<file path="src/rtl/color_analyzer_p_if.sv">
// Frame-buffer read port and result bus of the colour analyzer.
// master = analyzer side, slave = frame buffer / controller side.
interface color_analyzer_p_if #(
  parameter int AW = 15,
  parameter int DW = 8,
  parameter int SW = 20
);
  logic          init;
  logic [DW-1:0] data;
  logic [AW-1:0] addr;
  logic          busy;
  logic          done;
  logic [2:0]    valor;
  logic [SW-1:0] sum_r;
  logic [SW-1:0] sum_g;
  logic [SW-1:0] sum_b;

  modport master (
    input  init, data,
    output addr, busy, done, valor, sum_r, sum_g, sum_b
  );

  modport slave (
    output init, data,
    input  addr, busy, done, valor, sum_r, sum_g, sum_b
  );
endinterface

</file>
<file path="src/rtl/color_analyzer_p.sv">
// Scans a frame buffer once per start edge, sums the R/G/B channels and
// reports which channel dominates the image.
module color_analyzer_p #(
  parameter int            AW        = 15,
  parameter int            NPIX      = 19200,
  parameter int            BASE_ADDR = 0,
  parameter logic [AW-1:0] PARK_ADDR = '1,
  parameter int            MODE      = 0,
  parameter int            RD_LAT    = 1,
  parameter int            MARGIN    = 0,
  parameter int            SW        = 20
) (
  input  logic              clk,
  input  logic              rst,
  color_analyzer_p_if.master bus
);

  localparam int DW = (MODE == 1) ? 12 : 8;
  localparam int CW = $clog2(NPIX + 1);

  typedef enum logic [1:0] {IDLE, ISSUE, DRAIN, DECIDE} state_t;

  state_t            state;
  logic [CW-1:0]     cnt;
  logic [RD_LAT-1:0] vpipe;
  logic              init_q;
  logic [SW-1:0]     acc_r, acc_g, acc_b;
  logic [DW-1:0]     pix;
  logic [3:0]        ch_r, ch_g, ch_b;
  logic [SW:0]       xr, xg, xb, xm;
  logic [2:0]        verdict;

  assign pix = bus.data;

  if (MODE == 1) begin : g_rgb444
    assign ch_r = pix[11:8];
    assign ch_g = pix[7:4];
    assign ch_b = pix[3:0];
  end else begin : g_rgb332
    assign ch_r = {1'b0, pix[7:5]};
    assign ch_g = {1'b0, pix[4:2]};
    assign ch_b = {1'b0, pix[1:0], 1'b0};
  end

  // One extra bit so that sum + MARGIN can never wrap during the compare.
  assign xr = {1'b0, acc_r};
  assign xg = {1'b0, acc_g};
  assign xb = {1'b0, acc_b};
  assign xm = (SW+1)'(MARGIN);

  // NOTE: every branch assigns verdict, so no latch can be inferred.
  always_comb begin
    if (acc_r == '0 && acc_g == '0 && acc_b == '0)  verdict = 3'b000;
    else if (xr > xg + xm && xr > xb + xm)          verdict = 3'b100;
    else if (xg > xr + xm && xg > xb + xm)          verdict = 3'b010;
    else if (xb > xr + xm && xb > xg + xm)          verdict = 3'b001;
    else                                            verdict = 3'b111;
  end

  // NOTE: reset is synchronous, so it is just the first branch of the clocked block.
  always_ff @(posedge clk) begin
    if (rst) begin
      state    <= IDLE;
      cnt      <= '0;
      vpipe    <= '0;
      init_q   <= 1'b0;
      acc_r    <= '0;
      acc_g    <= '0;
      acc_b    <= '0;
      bus.addr <= PARK_ADDR;
      bus.busy <= 1'b0;
      bus.done <= 1'b0;
      bus.valor <= 3'b000;
      bus.sum_r <= '0;
      bus.sum_g <= '0;
      bus.sum_b <= '0;
    end else begin
      init_q <= bus.init;
      // Tag travels alongside each issued address until its data returns.
      vpipe  <= (vpipe << 1) | RD_LAT'(state == ISSUE);
      if (vpipe[RD_LAT-1]) begin
        acc_r <= acc_r + SW'(ch_r);
        acc_g <= acc_g + SW'(ch_g);
        acc_b <= acc_b + SW'(ch_b);
      end

      case (state)
        IDLE: begin
          if (bus.init && !init_q) begin
            state    <= ISSUE;
            cnt      <= '0;
            acc_r    <= '0;
            acc_g    <= '0;
            acc_b    <= '0;
            bus.addr <= AW'(BASE_ADDR);
            bus.busy <= 1'b1;
            bus.done <= 1'b0;
          end
        end
        ISSUE: begin
          if (cnt == CW'(NPIX - 1)) begin
            state    <= DRAIN;
            cnt      <= '0;
            bus.addr <= PARK_ADDR;
          end else begin
            cnt      <= cnt + 1'b1;
            bus.addr <= bus.addr + 1'b1;
          end
        end
        DRAIN: begin
          if (cnt == CW'(RD_LAT - 1)) state <= DECIDE;
          else                        cnt   <= cnt + 1'b1;
        end
        DECIDE: begin
          bus.sum_r <= acc_r;
          bus.sum_g <= acc_g;
          bus.sum_b <= acc_b;
          bus.valor <= verdict;
          bus.done  <= 1'b1;
          bus.busy  <= 1'b0;
          bus.addr  <= PARK_ADDR;
          state     <= IDLE;
        end
        default: state <= IDLE;
      endcase
    end
  end

endmodule

</file>
<file path="src/flat_wrapper.sv">
// flat-port wrapper written by rule: the top's interface ports become plain ports
module color_analyzer_p_flat 
#(
  parameter int            AW        = 15,
  parameter int            NPIX      = 19200,
  parameter int            BASE_ADDR = 0,
  parameter logic [AW-1:0] PARK_ADDR = '1,
  parameter int            MODE      = 0,
  parameter int            RD_LAT    = 1,
  parameter int            MARGIN    = 0,
  parameter int            SW        = 20
)
  (clk, rst, bus_init, bus_data, bus_addr, bus_busy, bus_done, bus_valor, bus_sum_r, bus_sum_g, bus_sum_b);
  color_analyzer_p_if #(.AW(AW), .DW(8), .SW(SW)) bus_i ();
  input  logic clk;
  input  logic rst;
  input wire logic [$bits(bus_i.init)-1:0] bus_init;
  input wire logic [$bits(bus_i.data)-1:0] bus_data;
  output wire logic [$bits(bus_i.addr)-1:0] bus_addr;
  output wire logic [$bits(bus_i.busy)-1:0] bus_busy;
  output wire logic [$bits(bus_i.done)-1:0] bus_done;
  output wire logic [$bits(bus_i.valor)-1:0] bus_valor;
  output wire logic [$bits(bus_i.sum_r)-1:0] bus_sum_r;
  output wire logic [$bits(bus_i.sum_g)-1:0] bus_sum_g;
  output wire logic [$bits(bus_i.sum_b)-1:0] bus_sum_b;
  assign bus_i.init = bus_init;
  assign bus_i.data = bus_data;
  assign bus_addr = bus_i.addr;
  assign bus_busy = bus_i.busy;
  assign bus_done = bus_i.done;
  assign bus_valor = bus_i.valor;
  assign bus_sum_r = bus_i.sum_r;
  assign bus_sum_g = bus_i.sum_g;
  assign bus_sum_b = bus_i.sum_b;
  color_analyzer_p #(.AW(AW), .NPIX(NPIX), .BASE_ADDR(BASE_ADDR), .PARK_ADDR(PARK_ADDR), .MODE(MODE), .RD_LAT(RD_LAT), .MARGIN(MARGIN), .SW(SW)) u_core (.clk(clk), .rst(rst), .bus(bus_i));
endmodule
</file>
<file path="config.mk">
export PLATFORM = sky130hd
export DESIGN_NAME = color_analyzer_p_flat
export DESIGN_NICKNAME = d
export VERILOG_FILES = /design/src/rtl/color_analyzer_p_if.sv /design/src/rtl/color_analyzer_p.sv /design/src/flat_wrapper.sv
export SDC_FILE = /design/constraint.sdc
export NUM_CORES = 1
export LEC_CHECK = 0
export CORE_AREA = 2 2 118 148
export DETAILED_ROUTE_END_ITERATION = 8
export DIE_AREA = 0 0 120 150
export MAX_ROUTING_LAYER = met4
export PLACE_DENSITY = 0.69
export SKIP_LAST_GASP = 1
export SYNTH_ARGS = -nofsm -noshare
export SYNTH_HDL_FRONTEND = slang
export SYNTH_SLANG_ARGS = --single-unit
</file>
<file path="constraint.sdc">
create_clock -name clk -period 2.6 [get_ports clk]
set_input_delay 0.39 -clock clk [delete_from_list [all_inputs] [get_ports clk]]
set_output_delay 0.39 -clock clk [all_outputs]
set_load 0.05 [all_outputs]
</file>
==> out/qor.txt <==
Largest net degree at the start of global routing - 60
Min-delay src - rst
Skew final - 0.00535 ns
Fin. max-slew vios - 0
Antenna diodes - 0
CTS H-Tree Depth - 4
CTS tree - built
Fmax - 405 MHz
Total global routing track utilization - 0.254
Drt drc - 0
Final ANT Viol Nets - 0
# hold bufs at CTS - 0
Slowest stage delay, CP - 0.60 ns
P_int - 5.22 mW
Fin. Hold Viols - 0
Buffers on Ports - 89
Kind of critical path - reg -> reg
Gate power share - 0.296
Hold EP - u_core.bus.sum_g[0]
YS warnings - 0
Std cell rows - 53
Vias/cell - 5.53
DP Area - 0.00973 mm²
Seq pwr share - 0.348
EDFF count, synth - 0
Worst hold path class - in -> reg
RSZ-0062 raised after global routing - true
Die Y - 150 µm
Clk slew on worst S/H paths - 0.06 ns
Clk sinks - 157
Initial Util - 0.499
Worst vdd ir - 468 µV
Yosys reg bits - 157
Syn-to-layout area delta - 25.4%
CP arrival - 2.80 ns
R2r setup slk - 0.13 ns
Fraction of registers with async set/reset - 0
Leak - 3.96 nW
NumNets Final - 1155
WL met3 - 798 µm
Synth Net Count - 1034
P_sw - 2.69 mW
Vias in the first global route - 6966
Pwr dens - 759 mW/mm²
Worst flop-to-flop path endpoint - u_core.bus.valor[2]
Final period utilization - 0.949
Wire length on met2 - 10900 µm
Clock share of power - 0.356
Most used cell, CP - and4_1
Root buffer cell - clkbuf_16
Final GP Congestion - 0.975
Critical Path Slowest Stage Cell - dfxtp_1
Finish-stage setup viols - 0
Antenna violations before repair - 0
Crit path capture type - flip-flop
Syn Inst Count - 946
Total of max-cap violations - 0
Total Wirelength - 21500 µm
Relative max-transition margin - 0.489
Initial DRC Count - 375
Register area share after synthesis - 0.379
CP Cell Sequence - ha_1, and4_1, and4_1, a221oi_1, o211ai_1, and3_4, o41ai_2
Total grt overflow - 0
Core area - 0.0166 mm²
Clock tree buffer depth - 2
Area of the mapped netlist - 0.00830 mm²
Syn avg cell area - 8.78 µm²
CTS buffer count - 17
Routed vias - 7191
Hpwl dp - 16200 µm
Clock Latency Late Sink - 0.43 ns
I/O pin total - 91
Hold path depth - 2
Top routing layer in use - met4
Tmin final - 2.47 ns
M1 WL - 9170 µm
Drt pass-1 iters - 5
CP Max Fanout - 8
Synth cell types - 56
Worst-Margin Slew - 0.760 ns
Final instance area - 0.0104 mm²
Die Area - 0.0180 mm²
Setup TNS - 0 ns
Die W - 120 µm
CP startpoint kind - flip-flop
Switch share - 0.340
Layout cells sized above 1 - 0.0917
WL/cell - 16.6 µm
Post-synth top flop - dfxtp_1
First-pass GRT wire length - 35100 µm
Reg2Reg Launch Point - u_core.acc_b[15]
R2R depth - 7
Outcome - completed
Worst EP required - 2.93 ns
-- how the worst max path moves through the flow --
stage / endpoint / slack, ns / cells past startpoint / startpoint
5_1_grt: u_core.bus.valor[0] / -0.004 / 8 / u_core.acc_r[6]
6_report: u_core.bus.valor[2] / 0.13 / 7 / u_core.acc_b[15]
3_3_place_gp: u_core.acc_g[18] / -0.09 / 10 / bus_data[2]
2_1_floorplan: u_core.bus.valor[2] / 0.38 / 9 / u_core.acc_r[9]
4_1_cts: u_core.bus.valor[2] / 0.16 / 8 / u_core.acc_r[6]
3_5_place_dp: u_core.acc_g[18] / -0.09 / 10 / bus_data[2]
-- state kept, by name, summed over array words and instances (netlist names) --
name and cells:
u_core.acc_b 19, u_core.acc_g 20, u_core.acc_r 20, u_core.bus.addr 15
u_core.bus.busy 1, u_core.bus.done 1, u_core.bus.sum_b 19, u_core.bus.sum_g 20
u_core.bus.sum_r 20, u_core.bus.valor 3, u_core.cnt 15, u_core.init_q 1
u_core.state 2, u_core.vpipe 1
-- synth_stat cells (all sizes together), types with 13 or more instances --
library cell	instances	area share
dfxtp	157	0.38
nor2	143	0.065
ha	74	0.11
mux2i	66	0.080
inv	59	0.027
a21oi	54	0.033
nand2	49	0.022
xnor2	41	0.043
nand4	31	0.023
nand3	27	0.016
clkbuf	26	0.012
o21ai	23	0.014
nor4	20	0.015
xor2	18	0.019
nor3	14	0.0084
and4	13	0.014
-- worst max-delay path: cells and delay by family (launching register included) --
family          cells  cell delay [ns]
compound gates      3             0.77
flops               1             0.60
simple gates        3             0.65
fa+ha+maj           1             0.34
-- cell families (layout without fill, tap and decap cells) --
logic type / count (synthesis) / count (layout) / synth area share
XOR/XNOR: 59 / 59 / 0.0622
other: 1 / 1 / 0.000452
flip-flops: 157 / 157 / 0.379
adder cells (fa/ha/maj): 77 / 77 / 0.119
buffers and inverters: 97 / 231 / 0.0455
AND/OR/NAND/NOR: 347 / 347 / 0.204
multiplexers: 67 / 67 / 0.0809
AO/OA/AOI/OAI: 141 / 141 / 0.109
-- area by class of cell --
type,instances,area [µm²]
clock buffers,20,467
clock inverters,12,206
fillers,1470,6240
inverters,59,221
multi-input cells,692,4800
flip-flops and latches,157,3140
well taps,220,275
repair buffers,140,1290
-- power groups by stage --
stage	clock (mW)	combinational [mW]	sequential, mW
after global placement	0	2.30	2.80
final	2.82	2.34	2.75
after detailed placement	0	2.32	2.80
after CTS	2.86	2.34	2.75
after floorplan	0	1.29	3.17
after global routing	2.96	2.54	2.77
-- cells in the final DEF, fill, tap and decap left out, types with 6 or more instances in the layout --
cell type	count
nand3_1	27
ha_1	73
nor3_1	14
a21o_1	7
inv_1	59
a21oi_1	54
nor4_1	20
a211oi_1	10
xor2_1	18
mux2i_1	66
xnor2_1	41
dfxtp_1	157
or3_1	6
and4_1	13
nand2b_1	11
o21ai_0	23
clkbuf_16	17
nor2b_1	10
nor2_1	143
and3_1	11
nand4_1	31
clkdlybuf4s50_1	88
o211ai_1	7
buf_4	49
nand2_1	49
-- stage by stage --
stage / util / setup WS (ns) / hold WS [ns] / power (mW) / instances
6_report: 0.625 / 0.133 / 0.371 / 7.91 / 1300
5_1_grt: 0.625 / -0.00423 / 0.389 / 8.28 / 1300
4_1_cts: 0.625 / 0.156 / 0.359 / 7.94 / 1300
3_5_place_dp: 0.585 / -0.0941 / 0.453 / 5.13 / 1268
3_3_place_gp: 0.585 / -0.0947 / 0.443 / 5.10 / 1268
2_1_floorplan: - / 0.381 / 0.457 / 4.46 / 946
-- per-layer routing --
| metal | vias to the layer above | track usage |
|---|---|---|
| li1 | 3581 | - |
| met1 | 3373 | 0.293 |
| met2 | 190 | 0.436 |
| met3 | 47 | 0.0427 |
| met4 | 0 | 0.109 |
| met5 | - | - |
-- what timing repair did --
action / CTS / global route
gates resized for setup: 0 / 1
setup buffers: 0 / 0
setup endpoints to repair: 0 / 1
Power figures use the tool's default switching activity.
